$ cat config.mk
export PLATFORM = sky130hd
export DESIGN_NAME = pipe_hazard_ctrl
export DESIGN_NICKNAME = d
export VERILOG_FILES = /design/src/rtl/pipe_hazard_ctrl_pkg.sv /design/src/rtl/pipe_hazard_ctrl_rs_use.sv /design/src/rtl/pipe_hazard_ctrl.sv
export SDC_FILE = /design/constraint.sdc
export NUM_CORES = 1
export LEC_CHECK = 0
export ABC_AREA = 0
export CAP_MARGIN = 20
export CORE_MARGIN = 5
export CORE_UTILIZATION = 46
export DETAILED_ROUTE_END_ITERATION = 6
export GPL_ROUTABILITY_DRIVEN = 0
export PLACE_DENSITY = 0.87
export SLEW_MARGIN = 40
export SYNTH_ARGS = -nofsm -noshare
export SYNTH_HDL_FRONTEND = slang
export SYNTH_SLANG_ARGS = --single-unit
$ cat constraint.sdc
create_clock -name clk -period 3 [get_ports clk]
set_clock_uncertainty 0.1 [all_clocks]
set_input_delay 0.6 -clock clk [delete_from_list [all_inputs] [get_ports clk]]
set_output_delay 0.6 -clock clk [all_outputs]
set_load 0.01 [all_outputs]
$ cat src/rtl/pipe_hazard_ctrl_pkg.sv
// Shared types and constants for the pipeline hazard controller.
// Opcode map and register-field positions follow RV32I.
package pipe_hazard_ctrl_pkg;

    localparam int INSTR_WIDTH = 32;

    localparam int RS1_LSB = 15;
    localparam int RS1_MSB = 19;
    localparam int RS2_LSB = 20;
    localparam int RS2_MSB = 24;

    localparam logic [6:0] OP_LUI    = 7'b0110111;
    localparam logic [6:0] OP_AUIPC  = 7'b0010111;
    localparam logic [6:0] OP_JAL    = 7'b1101111;
    localparam logic [6:0] OP_JALR   = 7'b1100111;
    localparam logic [6:0] OP_BRANCH = 7'b1100011;
    localparam logic [6:0] OP_LOAD   = 7'b0000011;
    localparam logic [6:0] OP_STORE  = 7'b0100011;
    localparam logic [6:0] OP_IMM    = 7'b0010011;
    localparam logic [6:0] OP_R      = 7'b0110011;

    typedef enum logic [0:0] {
        HZ_ST_RUN      = 1'b0,
        HZ_ST_MEM_WAIT = 1'b1
    } hz_state_e;

    typedef struct packed {
        logic uses_rs1;
        logic uses_rs2;
    } rs_use_t;

    function automatic logic [4:0] rs1_of(input logic [INSTR_WIDTH-1:0] instr);
        return instr[RS1_MSB:RS1_LSB];
    endfunction

    function automatic logic [4:0] rs2_of(input logic [INSTR_WIDTH-1:0] instr);
        return instr[RS2_MSB:RS2_LSB];
    endfunction

endpackage

$ cat src/rtl/pipe_hazard_ctrl_rs_use.sv
// Opcode to source-register usage; shared with the forwarding unit.
module hz_rs_use
    import pipe_hazard_ctrl_pkg::*;
(
    input  logic [6:0] opcode,
    output rs_use_t    rs_use
);

    always_comb begin
        rs_use = '0;
        case (opcode)
            OP_JALR,
            OP_LOAD,
            OP_IMM:    rs_use.uses_rs1 = 1'b1;
            OP_BRANCH,
            OP_STORE,
            OP_R: begin
                rs_use.uses_rs1 = 1'b1;
                rs_use.uses_rs2 = 1'b1;
            end
            default:   rs_use = '0;
        endcase
    end

endmodule

$ cat src/rtl/pipe_hazard_ctrl.sv
// Pipeline stall/flush sequencing: memory freeze, EX redirect,
// load-use interlock and fetch wait, plus a stall performance counter.
module pipe_hazard_ctrl
    import pipe_hazard_ctrl_pkg::*;
#(
    parameter int MAX_WAIT = 16,
    parameter int CNT_W    = 32
) (
    input  logic                   clk,
    input  logic                   rst_n,
    input  logic [INSTR_WIDTH-1:0] instr_id,
    input  logic                   id_valid,
    input  logic [4:0]             ex_rd,
    input  logic                   ex_mem_read,
    input  logic                   ex_valid,
    input  logic                   redirect_ex,
    input  logic                   mem_op_mem,
    input  logic                   dmem_ack,
    input  logic                   imem_ready,
    output logic                   pc_we,
    output logic                   if_id_we,
    output logic                   if_id_flush,
    output logic                   id_ex_we,
    output logic                   id_ex_flush,
    output logic                   ex_mem_we,
    output logic                   mem_wb_flush,
    output logic                   dmem_req,
    output logic                   dmem_timeout,
    output logic [CNT_W-1:0]       stall_cnt
);

    localparam int WC_W = $clog2(MAX_WAIT + 1);
    localparam logic [WC_W-1:0] WC_MAX  = WC_W'(MAX_WAIT);
    localparam logic [WC_W-1:0] WC_LAST = WC_W'(MAX_WAIT - 1);

    hz_state_e       state;
    hz_state_e       state_nxt;
    logic [WC_W-1:0] wait_cnt;
    logic [WC_W-1:0] wait_nxt;
    rs_use_t         rs_use;
    logic            rs1_hit;
    logic            rs2_hit;
    logic            load_use;
    logic            mem_active;
    logic            freeze;
    logic            unused_bits;

    hz_rs_use u_rs_use (
        .opcode (instr_id[6:0]),
        .rs_use (rs_use)
    );

    assign unused_bits = ^{instr_id[INSTR_WIDTH-1:25], instr_id[14:7]};

    assign rs1_hit  = rs_use.uses_rs1 & (rs1_of(instr_id) == ex_rd);
    assign rs2_hit  = rs_use.uses_rs2 & (rs2_of(instr_id) == ex_rd);
    assign load_use = id_valid & ex_valid & ex_mem_read
                    & (ex_rd != 5'd0) & (rs1_hit | rs2_hit);

    assign mem_active = (state == HZ_ST_MEM_WAIT) | mem_op_mem;
    assign freeze     = mem_active & ~dmem_ack;

    // Outputs are forced to their reset values while rst_n is low so
    // the request drops immediately, not at the next edge.
    always_comb begin
        pc_we        = 1'b1;
        if_id_we     = 1'b1;
        if_id_flush  = 1'b0;
        id_ex_we     = 1'b1;
        id_ex_flush  = 1'b0;
        ex_mem_we    = 1'b1;
        mem_wb_flush = 1'b0;
        dmem_req     = 1'b0;
        dmem_timeout = 1'b0;
        state_nxt    = state;
        wait_nxt     = wait_cnt;
        if (rst_n) begin
            dmem_req = mem_active;
            case (state)
                HZ_ST_RUN: begin
                    if (mem_op_mem && !dmem_ack) begin
                        state_nxt = HZ_ST_MEM_WAIT;
                        wait_nxt  = WC_W'(1);
                    end
                end
                HZ_ST_MEM_WAIT: begin
                    if (dmem_ack) begin
                        state_nxt = HZ_ST_RUN;
                        wait_nxt  = '0;
                    end else begin
                        dmem_timeout = (wait_cnt == WC_LAST);
                        if (wait_cnt != WC_MAX)
                            wait_nxt = wait_cnt + 1'b1;
                    end
                end
                default: state_nxt = HZ_ST_RUN;
            endcase
            if (freeze) begin
                pc_we        = 1'b0;
                if_id_we     = 1'b0;
                id_ex_we     = 1'b0;
                ex_mem_we    = 1'b0;
                mem_wb_flush = 1'b1;
            end else if (redirect_ex) begin
                if_id_flush = 1'b1;
                id_ex_flush = 1'b1;
            end else if (load_use) begin
                pc_we       = 1'b0;
                if_id_we    = 1'b0;
                id_ex_flush = 1'b1;
            end else if (!imem_ready) begin
                pc_we       = 1'b0;
                if_id_flush = 1'b1;
            end
        end
    end

    always_ff @(posedge clk or negedge rst_n) begin
        if (!rst_n) begin
            state     <= HZ_ST_RUN;
            wait_cnt  <= '0;
            stall_cnt <= '0;
        end else begin
            state    <= state_nxt;
            wait_cnt <= wait_nxt;
            if (!pc_we && (stall_cnt != '1))
                stall_cnt <= stall_cnt + 1'b1;
        end
    end

endmodule

---- After elaboration in Yosys (flattened, before gate mapping) ----
Index checks and enable logic that the tools add are counted.
word-level totals
  bits in registers ....................... 38
  input bits .............................. 46
  output and inout port bits .............. 41
  logic and storage cells ................. 72
operators by class
  add/sub/neg operators ................... 2
  eq/ne operators ......................... 13
  muxes and demuxes ....................... 35
  bitwise operators ....................... 11
  reduce and logical (&&, ||, !) cells .... 8
operators by type and width
  operator                                                                 count
  32-bit by 1-bit adder with 32-bit output, second input constant          1
  32-bit inequality test, second input constant                            1
  1-bit 2-to-1 mux                                                         30
  5-bit 2-to-1 mux                                                         3
  7-bit by 6-bit equality test with 1-bit output, second input constant    2
  7-bit equality test, second input constant                               2
  5-bit equality test                                                      2
  5-bit case mux with 2 select lines                                       1
  1-bit AND                                                                7
  7-bit by 2-bit equality test with 1-bit output, second input constant    1
  7-bit by 5-bit equality test with 1-bit output, second input constant    1
  6-bit OR reduction                                                       1
  5-bit by 1-bit adder with 5-bit output, second input constant            1
  5-bit by 4-bit equality test with 1-bit output, second input constant    1
  5-bit inequality test, second input constant                             1
  5-bit nonzero test                                                       1
  3-bit by 2-bit inequality test with 1-bit output, second input constant  1
  3-bit AND reduction                                                      1
  3-bit OR reduction                                                       1
  1-bit logical AND                                                        2
  1-bit zero test                                                          2
  2-bit inequality test, second input constant                             1
  1-bit inverter                                                           2
  1-bit OR                                                                 2
  1-bit case mux with 2 select lines                                       1

---- Depth between registers and ports, before layout ----
Gate-level depths: netlist (run 1).
  depth after elaboration ................. 12
  mapped depth ............................ 8

---- Cells and area by module ----
Synthesis (run 1) repeated with hierarchy kept, for this count alone.
unflattened totals
  cells, all modules ...................... 227
  area total of the unflattened synthesis .. 2232.1 µm²
modules (own cells, without submodules)
  module            times used  cells an instance  area an instance (µm²)
  pipe_hazard_ctrl  1           221                2174.6
  hz_rs_use         1           6                  57.6

---- Least setup slack after synthesis (run 1) ----
No wires, ideal clock.
  kind .................................... input -> output
  start point ............................. in instr_id[2]
  end point ............................... out if_id_flush
  arrival time ............................ 1.768 ns
  data required time ...................... 2.300 ns
  slack ................................... 0.532 ns
  stages on the path ...................... 6
  buffers on the path ..................... 0
  cell sequence ........................... nand2b_1 a2111oi_2 nand4_1 a21oi_1 nor2_1 o221a_2
on the way
  word-level cells in the longest chain between the ends .. 10
  elaborated cells between the ends (all ways) .. 18
  those cells by class .................... 6 x eq/ne; 6 x mux; 4 x bitwise; 2 x reduce/logical
RTL lines
  element                                                                    line                                            text
  start: declaration                                                         pipe_hazard_ctrl.sv:11                          input logic [INSTR_WIDTH-1:0] instr_id,
  7-bit equality test (tied with other cells)                                pipe_hazard_ctrl_rs_use.sv:11                   case (opcode)
  6-bit OR reduction (no source line) or 3-bit OR reduction (tied branches)  --
  1-bit 2-to-1 mux                                                           pipe_hazard_ctrl_rs_use.sv:11
  1-bit AND, on equally long branches                                        pipe_hazard_ctrl.sv:55, pipe_hazard_ctrl.sv:56
  1-bit OR *                                                                 pipe_hazard_ctrl.sv:58                          & (ex_rd != 5'd0) & (rs1_hit | rs2_hit);
  1-bit AND *                                                                pipe_hazard_ctrl.sv:58
  1-bit 2-to-1 mux *                                                         pipe_hazard_ctrl.sv:107                         end else if (load_use) begin
  1-bit 2-to-1 mux *                                                         pipe_hazard_ctrl.sv:104                         end else if (redirect_ex) begin
  1-bit 2-to-1 mux *                                                         pipe_hazard_ctrl.sv:98                          if (freeze) begin
  1-bit 2-to-1 mux *                                                         pipe_hazard_ctrl.sv:77                          if (rst_n) begin
  end: declaration                                                           pipe_hazard_ctrl.sv:22                          output logic if_id_flush,
Mark *: on every way between the ends. The rest lies on a longest branch, timed or not.

---- Worst setup path after layout (run 1) ----
  start point ............................. in instr_id[17]
  end point ............................... out if_id_flush
on the way
  word-level cells in the longest chain between the ends .. 8
RTL lines
  element              line                     text
  5-bit equality test  pipe_hazard_ctrl.sv:55   assign rs1_hit = rs_use.uses_rs1 & (rs1_of(instr_id) == ex_rd);
  1-bit AND            pipe_hazard_ctrl.sv:55
  1-bit OR             pipe_hazard_ctrl.sv:58
  1-bit AND            pipe_hazard_ctrl.sv:58
  1-bit 2-to-1 mux     pipe_hazard_ctrl.sv:107
  1-bit 2-to-1 mux     pipe_hazard_ctrl.sv:104
  1-bit 2-to-1 mux     pipe_hazard_ctrl.sv:98
  1-bit 2-to-1 mux     pipe_hazard_ctrl.sv:77
Every way passes these cells.

==> metrics.md, run 1 <==
| Metric | Value |
|---|---|
| Status | complete, no violations |
| Crit path max fanout | 2 |
| Critical-path top delay cell | clkdlybuf4s50_1 |
| Async SR Flop Fraction | 100% |
| CTS clk-pin slew, worst paths | 70 ps |
| CTS sink count | 38 |
| Post-DP HPWL | 4.28 mm |
| Iter 0 DRT Violations | 69 |
| Lkg Pwr | 1.38 nW |
| Top-area cell type share of the netlist area | 45.2% |
| Hold-fix buffers, CTS | 0 |
| Number of H-tree levels | 2 |
| Die area | 6030 sq um |
| Post-synth top area cell | dfrtp_1 |
| Slack of the critical path | 18.3 ps |
| Syn Area/Cell | 9.98 sq um |
| Total number of vias | 1965 |
| Dpl ws | -521 ps |
| Total number of yosys warnings | 0 |
| Power Density | 449 nW/um^2 |
| Crit Path Class | input pin to output pin |
| GRT Overall Usage | 18.2% |
| Worst-Skew Late Latency | 290 ps |
| Routed len/inst | 15.4 um |
| Io pins | 87 |
| Seq/Total Area, Yosys | 45.2% |
| Vias in the first global route | 1965 |
| Largest net degree at the start of global routing | 40 |
| # nets final | 355 |
| Reg2Reg Depth | 7 |
| Min Hold Slack | 343 ps |
| Finished Cell Area | 3130 sq um |
| RSZ-0062 raised after global routing | yes |
| Layout cell share with drive strength beyond 1 | 15.4% |
| Drt via density | 5.49 |
| Syn-to-layout area delta | 48.5% |
| Cell Area, Placed | 2980 sq um |
| Routed Antenna Nets | 0 |
| Antenna cells | 0 |
| Initial antenna violation count | 0 |
| Clock Path Buffers | 2 |
| Port Buffers | 71 |
| Top FF cell, synth | dfrtp_1 |
| Hold Violations, Final | 0 |
| Max Cap Viol | 0 |
| Worst reg2reg path endpoint | stall_cnt[25] |
| Row count | 24 |
| DR pass1 iterations | 4 |
| Die Y | 77.7 um |
| Synth cell count leaders | dfrtp_1, xnor2_1, nand4_1 |
| Fmax | 335 MHz |
| CP top delay family | buffers and inverters |
| TritonCTS Buffers | 5 |
| Min cycle time layout | 2980 ps |
| Final Max Tran Viols | 0 |
| WP data arrival | 2280 ps |
| Die W | 77.7 um |
| Initial core utilization | 48.0% |
| Worst-margin pin slew | 581 ps |
| R2R Setup Slk | 680 ps |
| Final WL | 5.51 mm |
| CP required | 2300 ps |
| Min-Delay Path Class | input pin to asynchronous set/reset pin |
| Grt total ovfl | 0 |
| Clock Root Buffer | clkbuf_8 |
| EDFF count, synth | 0 |
| Drt drc | 0 |
| Yosys reg bits | 38 |
| Max VDD drop | 0.218 mV |
| CP peak stage delay | 440 ps |
| Setup TNS | 0 ps |
| First-pass GRT wire length | 8.95 mm |
| Synth top area cells | dfrtp_1, xnor2_1, xor2_1, nand4_1, nor2_1 |
| Most common cell in the netlist | dfrtp_1 |
| Core ar. | 4380 sq um |
| Fin crit share | 99.4% |
| Count of different cell masters after synthesis | 36 |
| Critical Path End Type | output pin |
| Post-Syn Instances | 211 |
| Rel. slew slack | 60.8% |
| Worst Setup Start Kind | input pin |
| Post-Syn Area | 2110 sq um |
| Launching point of the worst reg2reg path | stall_cnt[2] |
| CTS tree | yes |
| Fin util | 71.3% |
| Buf+Inv Stages, Crit Path | 3 |
| CP cell instances | clkdlybuf4s50_1 -> xor2_1 -> nor3_1 -> nand4_1 -> a21oi_2 -> buf_4 -> nor2_1 -> o221a_2 -> buf_6 |
| Setup violators final | 0 |
| Post-Syn Nets | 261 |
-- flip-flops by register name (all words and copies together) (netlist names) --
register   count
stall_cnt     32
state          1
wait_cnt       5
-- worst max path at each step --
stage / end / cells past startpoint / slack, ps / start
floorplan: if_id_flush / 6 / 530 / instr_id[2]
global placement: if_id_flush / 8 / -460 / ex_rd[0]
detailed placement: if_id_flush / 8 / -520 / instr_id[2]
CTS: if_id_flush / 9 / 30 / instr_id[17]
global route: if_id_flush / 9 / -30 / instr_id[19]
finish: if_id_flush / 9 / 20 / instr_id[17]
-- cell type report --
cell class / instances / area, sq um
fillers: 335 / 1260
repair buffers: 92 / 848
well taps: 52 / 65.1
clock inverters: 1 / 30.0
clock buffers: 7 / 76.3
multi-input cells: 161 / 1130
flip-flops and latches: 38 / 951
inverters: 7 / 26.3
-- power by group --
group          leakage, nW  internal [mW]  switching (mW)
clock               0.0524          0.249           0.175
sequential           0.511          0.566          0.0705
combinational        0.815          0.195           0.150
total                 1.38           1.01           0.396
-- cells in the final DEF (no fill, tap or decap), types with 3 or more instances in the layout --
cell and count:
o21ai_0 9, nand2_1 13, a21oi_1 3, buf_4 19, ha_1 4, xnor2_1 24
dlygate4sd2_1 13, clkdlybuf4s50_1 51, dfrtp_1 38, xor2_1 16, inv_1 7, nand4_1 20
clkbuf_8 5, nor2_1 18, and3_1 10, nor3_1 7, buf_6 3, nand3_1 9
-- metrics by stage --
step	total power, mW	cells
after floorplan	0.774	211
after global placement	0.980	347
after detailed placement	0.997	347
after CTS	1.42	358
after global routing	1.48	358
final	1.41	358
-- per-layer routing --
metal	wire length, um	global-route usage (%)	part of all wire (%)	vias up
li1	-	-	-	934
met1	2080	19.4	38	948
met2	2900	33.1	53	70
met3	414	4.63	7.5	13
met4	114	8.42	2.1	0
met5	0	0	0	-
-- timing repair --
action | CTS | global route
endpoints found under the setup margin | 4 | 5
setup buffers | 3 | 0
pin swaps | 9 | 5
gates resized for setup | 31 | 7
-- logic make-up after synthesis --
family / count (synthesis) / synth area share (%)
AND/OR/NAND/NOR: 95 / 25.1
multiplexers: 1 / 0.535
adder cells (fa/ha/maj): 4 / 2.38
buffers and inverters: 12 / 2.73
XOR/XNOR: 40 / 16.6
AO/OA/AOI/OAI: 21 / 7.43
flip-flops: 38 / 45.2
Power figures use the tool's default switching activity.
==> run 2, diff against run 1 <==
--- a/config.mk
+++ b/config.mk
@@ -7,7 +7,7 @@
 export LEC_CHECK = 0
 export ABC_AREA = 0
 export CAP_MARGIN = 20
-export CORE_MARGIN = 5
+export CORE_MARGIN = 2
 export CORE_UTILIZATION = 46
 export DETAILED_ROUTE_END_ITERATION = 6
 export GPL_ROUTABILITY_DRIVEN = 0
==> run 2 against run 1 <==
Compared with the run above:
- fmax increased by 1.0%
- final cell count increased by 0.56%
- via count decreased by 1.2%
- hold slack got worse by 3.9 ps
- total power decreased by 4.7%
- routed wire length decreased by 4.0%
- largest power group unchanged
==> metrics.md, run 2 (synthesis gave the netlist of run 1 again) <==
| Metric | Value |
|---|---|
| Drt via density | 5.39 (was 5.49) |
| CTS sink count | 38 (unchanged) |
| Fin crit share | 98.4% (was 99.4%) |
| Setup TNS | 0 ps (unchanged) |
| Final WL | 5.29 mm (was 5.51 mm) |
| Status | complete, no violations (unchanged) |
| Vias in the first global route | 1949 (was 1965) |
| Antenna cells | 0 (unchanged) |
| Worst-Skew Late Latency | 290 ps (about the same) |
| Biggest registers after layout | stall_cnt x32, wait_cnt x5, state x1 (unchanged) |
| Die area | 5140 sq um (was 6030 sq um) |
| Dpl ws | -482 ps (was -521 ps) |
| Worst Setup Start Kind | input pin (unchanged) |
| Min-Delay Path Class | input pin to asynchronous set/reset pin (unchanged) |
| Final Max Tran Viols | 0 (unchanged) |
| Lkg Pwr | 1.46 nW (was 1.38 nW) |
| Crit path max fanout | 2 (unchanged) |
| Slack of the critical path | 48.4 ps (was 18.3 ps) |
| Hold Violations, Final | 0 (unchanged) |
| Routed len/inst | 14.7 um (was 15.4 um) |
| Commonest non-fill, non-tap cell in the layout | clkdlybuf4s50_1 (unchanged) |
| Number of H-tree levels | 2 (unchanged) |
| Total number of vias | 1942 (was 1965) |
| Syn-to-layout area delta | 50.9% (was 48.5%) |
| Min cycle time layout | 2950 ps (was 2980 ps) |
| Rel. slew slack | 66.1% (was 60.8%) |
| Routed Antenna Nets | 0 (unchanged) |
| Footprint of the multi-input gates | 1150 sq um (was 1130 sq um) |
| Dpl cells | 347 (unchanged) |
| Cell Area, Placed | 2980 sq um (unchanged) |
| Min Hold Slack | 340 ps (was 343 ps) |
| Power Density | 421 nW/um^2 (was 449 nW/um^2) |
| Max Cap Viol | 0 (unchanged) |
| Max reg flops | 32 (unchanged) |
| Post-DP HPWL | 3.96 mm (was 4.28 mm) |
| GRT Overall Usage | 21.2% (was 18.2%) |
| Port Buffers | 71 (unchanged) |
| Die W | 71.7 um (was 77.7 um) |
| Io pins | 87 (unchanged) |
| Register area | 951 sq um (unchanged) |
| First-pass GRT wire length | 8.56 mm (was 8.95 mm) |
| TritonCTS Buffers | 5 (unchanged) |
| WP data arrival | 2250 ps (was 2280 ps) |
| Clock Root Buffer | clkbuf_8 (unchanged) |
| Initial core utilization | 48.0% (unchanged) |
| Iter 0 DRT Violations | 118 (was 69) |
| Reg2Reg Depth | 7 (unchanged) |
| Reg with most FFs | stall_cnt (unchanged) |
| Initial antenna violation count | 0 (unchanged) |
| # nets final | 357 (was 355) |
| CTS tree | yes (unchanged) |
| Fin cells | 360 (was 358) |
| Max VDD drop | 0.265 mV (was 0.218 mV) |
| Grt total ovfl | 0 (unchanged) |
| Commonest cells after routing, fill and taps aside | clkdlybuf4s50_1, dfrtp_1, xnor2_1 (unchanged) |
| Core ar. | 4380 sq um (unchanged) |
| Row count | 24 (unchanged) |
| Finished Cell Area | 3180 sq um (was 3130 sq um) |
| Critical Path End Type | output pin (unchanged) |
| Drt drc | 0 (unchanged) |
| Largest net degree at the start of global routing | 40 (unchanged) |
| Hold-fix buffers, CTS | 0 (unchanged) |
| Crit Path Class | input pin to output pin (unchanged) |
| Setup violators final | 0 (unchanged) |
| Worst-margin pin slew | 501 ps (was 581 ps) |
| Fillcell total | 327 (was 335) |
| CP required | 2300 ps (about the same) |
| Fmax | 339 MHz (was 335 MHz) |
| Clock Path Buffers | 2 (unchanged) |
| Layout cell share with drive strength beyond 1 | 16.9% (was 15.4%) |
| CTS clk-pin slew, worst paths | 70 ps (about the same) |
| Die Y | 71.7 um (was 77.7 um) |
| DR pass1 iterations | 4 (unchanged) |
-- run 2: cell count changes in the layout (fill, tap and decap cells not counted), sizes merged, moves of 2 or more --
cell,delta
buf,+2
dlymetal6s2s,+10
dlygate4sd2,-9
clkdlybuf4s50,-2
-- run 2: path summary, 6_finish.rpt --
kind | slack, ps | end | from
max in group asynchronous | 2120 | stall_cnt[13] | rst_n
worst max register to register | 700 | stall_cnt[25] | stall_cnt[2]
min in group clk | 390 | stall_cnt[29] | stall_cnt[29]
worst max-delay path | 50 | pc_we | ex_rd[4]
worst min-delay path | 340 | state | rst_n
worst min register to register | 390 | stall_cnt[29] | stall_cnt[29]
-- run 2: metrics by stage --
stage / util [%] / total power, mW
floorplan: - / 0.774
global route: 72.5 / 1.41
finish: 72.5 / 1.34
detailed placement: 68.0 / 0.989
CTS: 70.9 / 1.35
global placement: 68.0 / 0.976
-- run 2: final cells by class --
cell class / instances / area share [%]
clock inverters: 1 / 0.158
clock buffers: 7 / 2.72
multi-input cells: 161 / 36.1
repair buffers: 94 / 28.2
flip-flops and latches: 38 / 29.9
well taps: 52 / 2.05
inverters: 7 / 0.827
-- run 2: routing by layer --
| metal | part of all wire (%) | GRT usage, % | up-vias |
|---|---|---|---|
| met5 | 0 | 0 | - |
| met4 | 1.1 | 9.01 | 0 |
| met3 | 4.8 | 4.92 | 6 |
| met2 | 55 | 37.7 | 57 |
| met1 | 39 | 24.2 | 943 |
| li1 | - | - | 936 |
-- run 2: power breakdown --
part	leakage (nW)	switching [mW]	internal, mW
Combinational	0.899	0.147	0.197
Clock	0.0482	0.173	0.185
Sequential	0.511	0.0707	0.566
-- run 2: critical path, stage by stage --
cell           delay (ps)
dlygate4sd2_1         240
buf_4                 140
xor2_1                160
nor2_1                130
nand4_1               180
buf_4                 200
a211oi_4              240
buf_4                 150
nor2_2                 40
buf_2                 160
-- run 2: timing repair --
item	4_1_cts	5_1_grt
buffers inserted	5	0
setup endpoints to repair	4	14
resized for setup	22	21
pin swaps	6	7
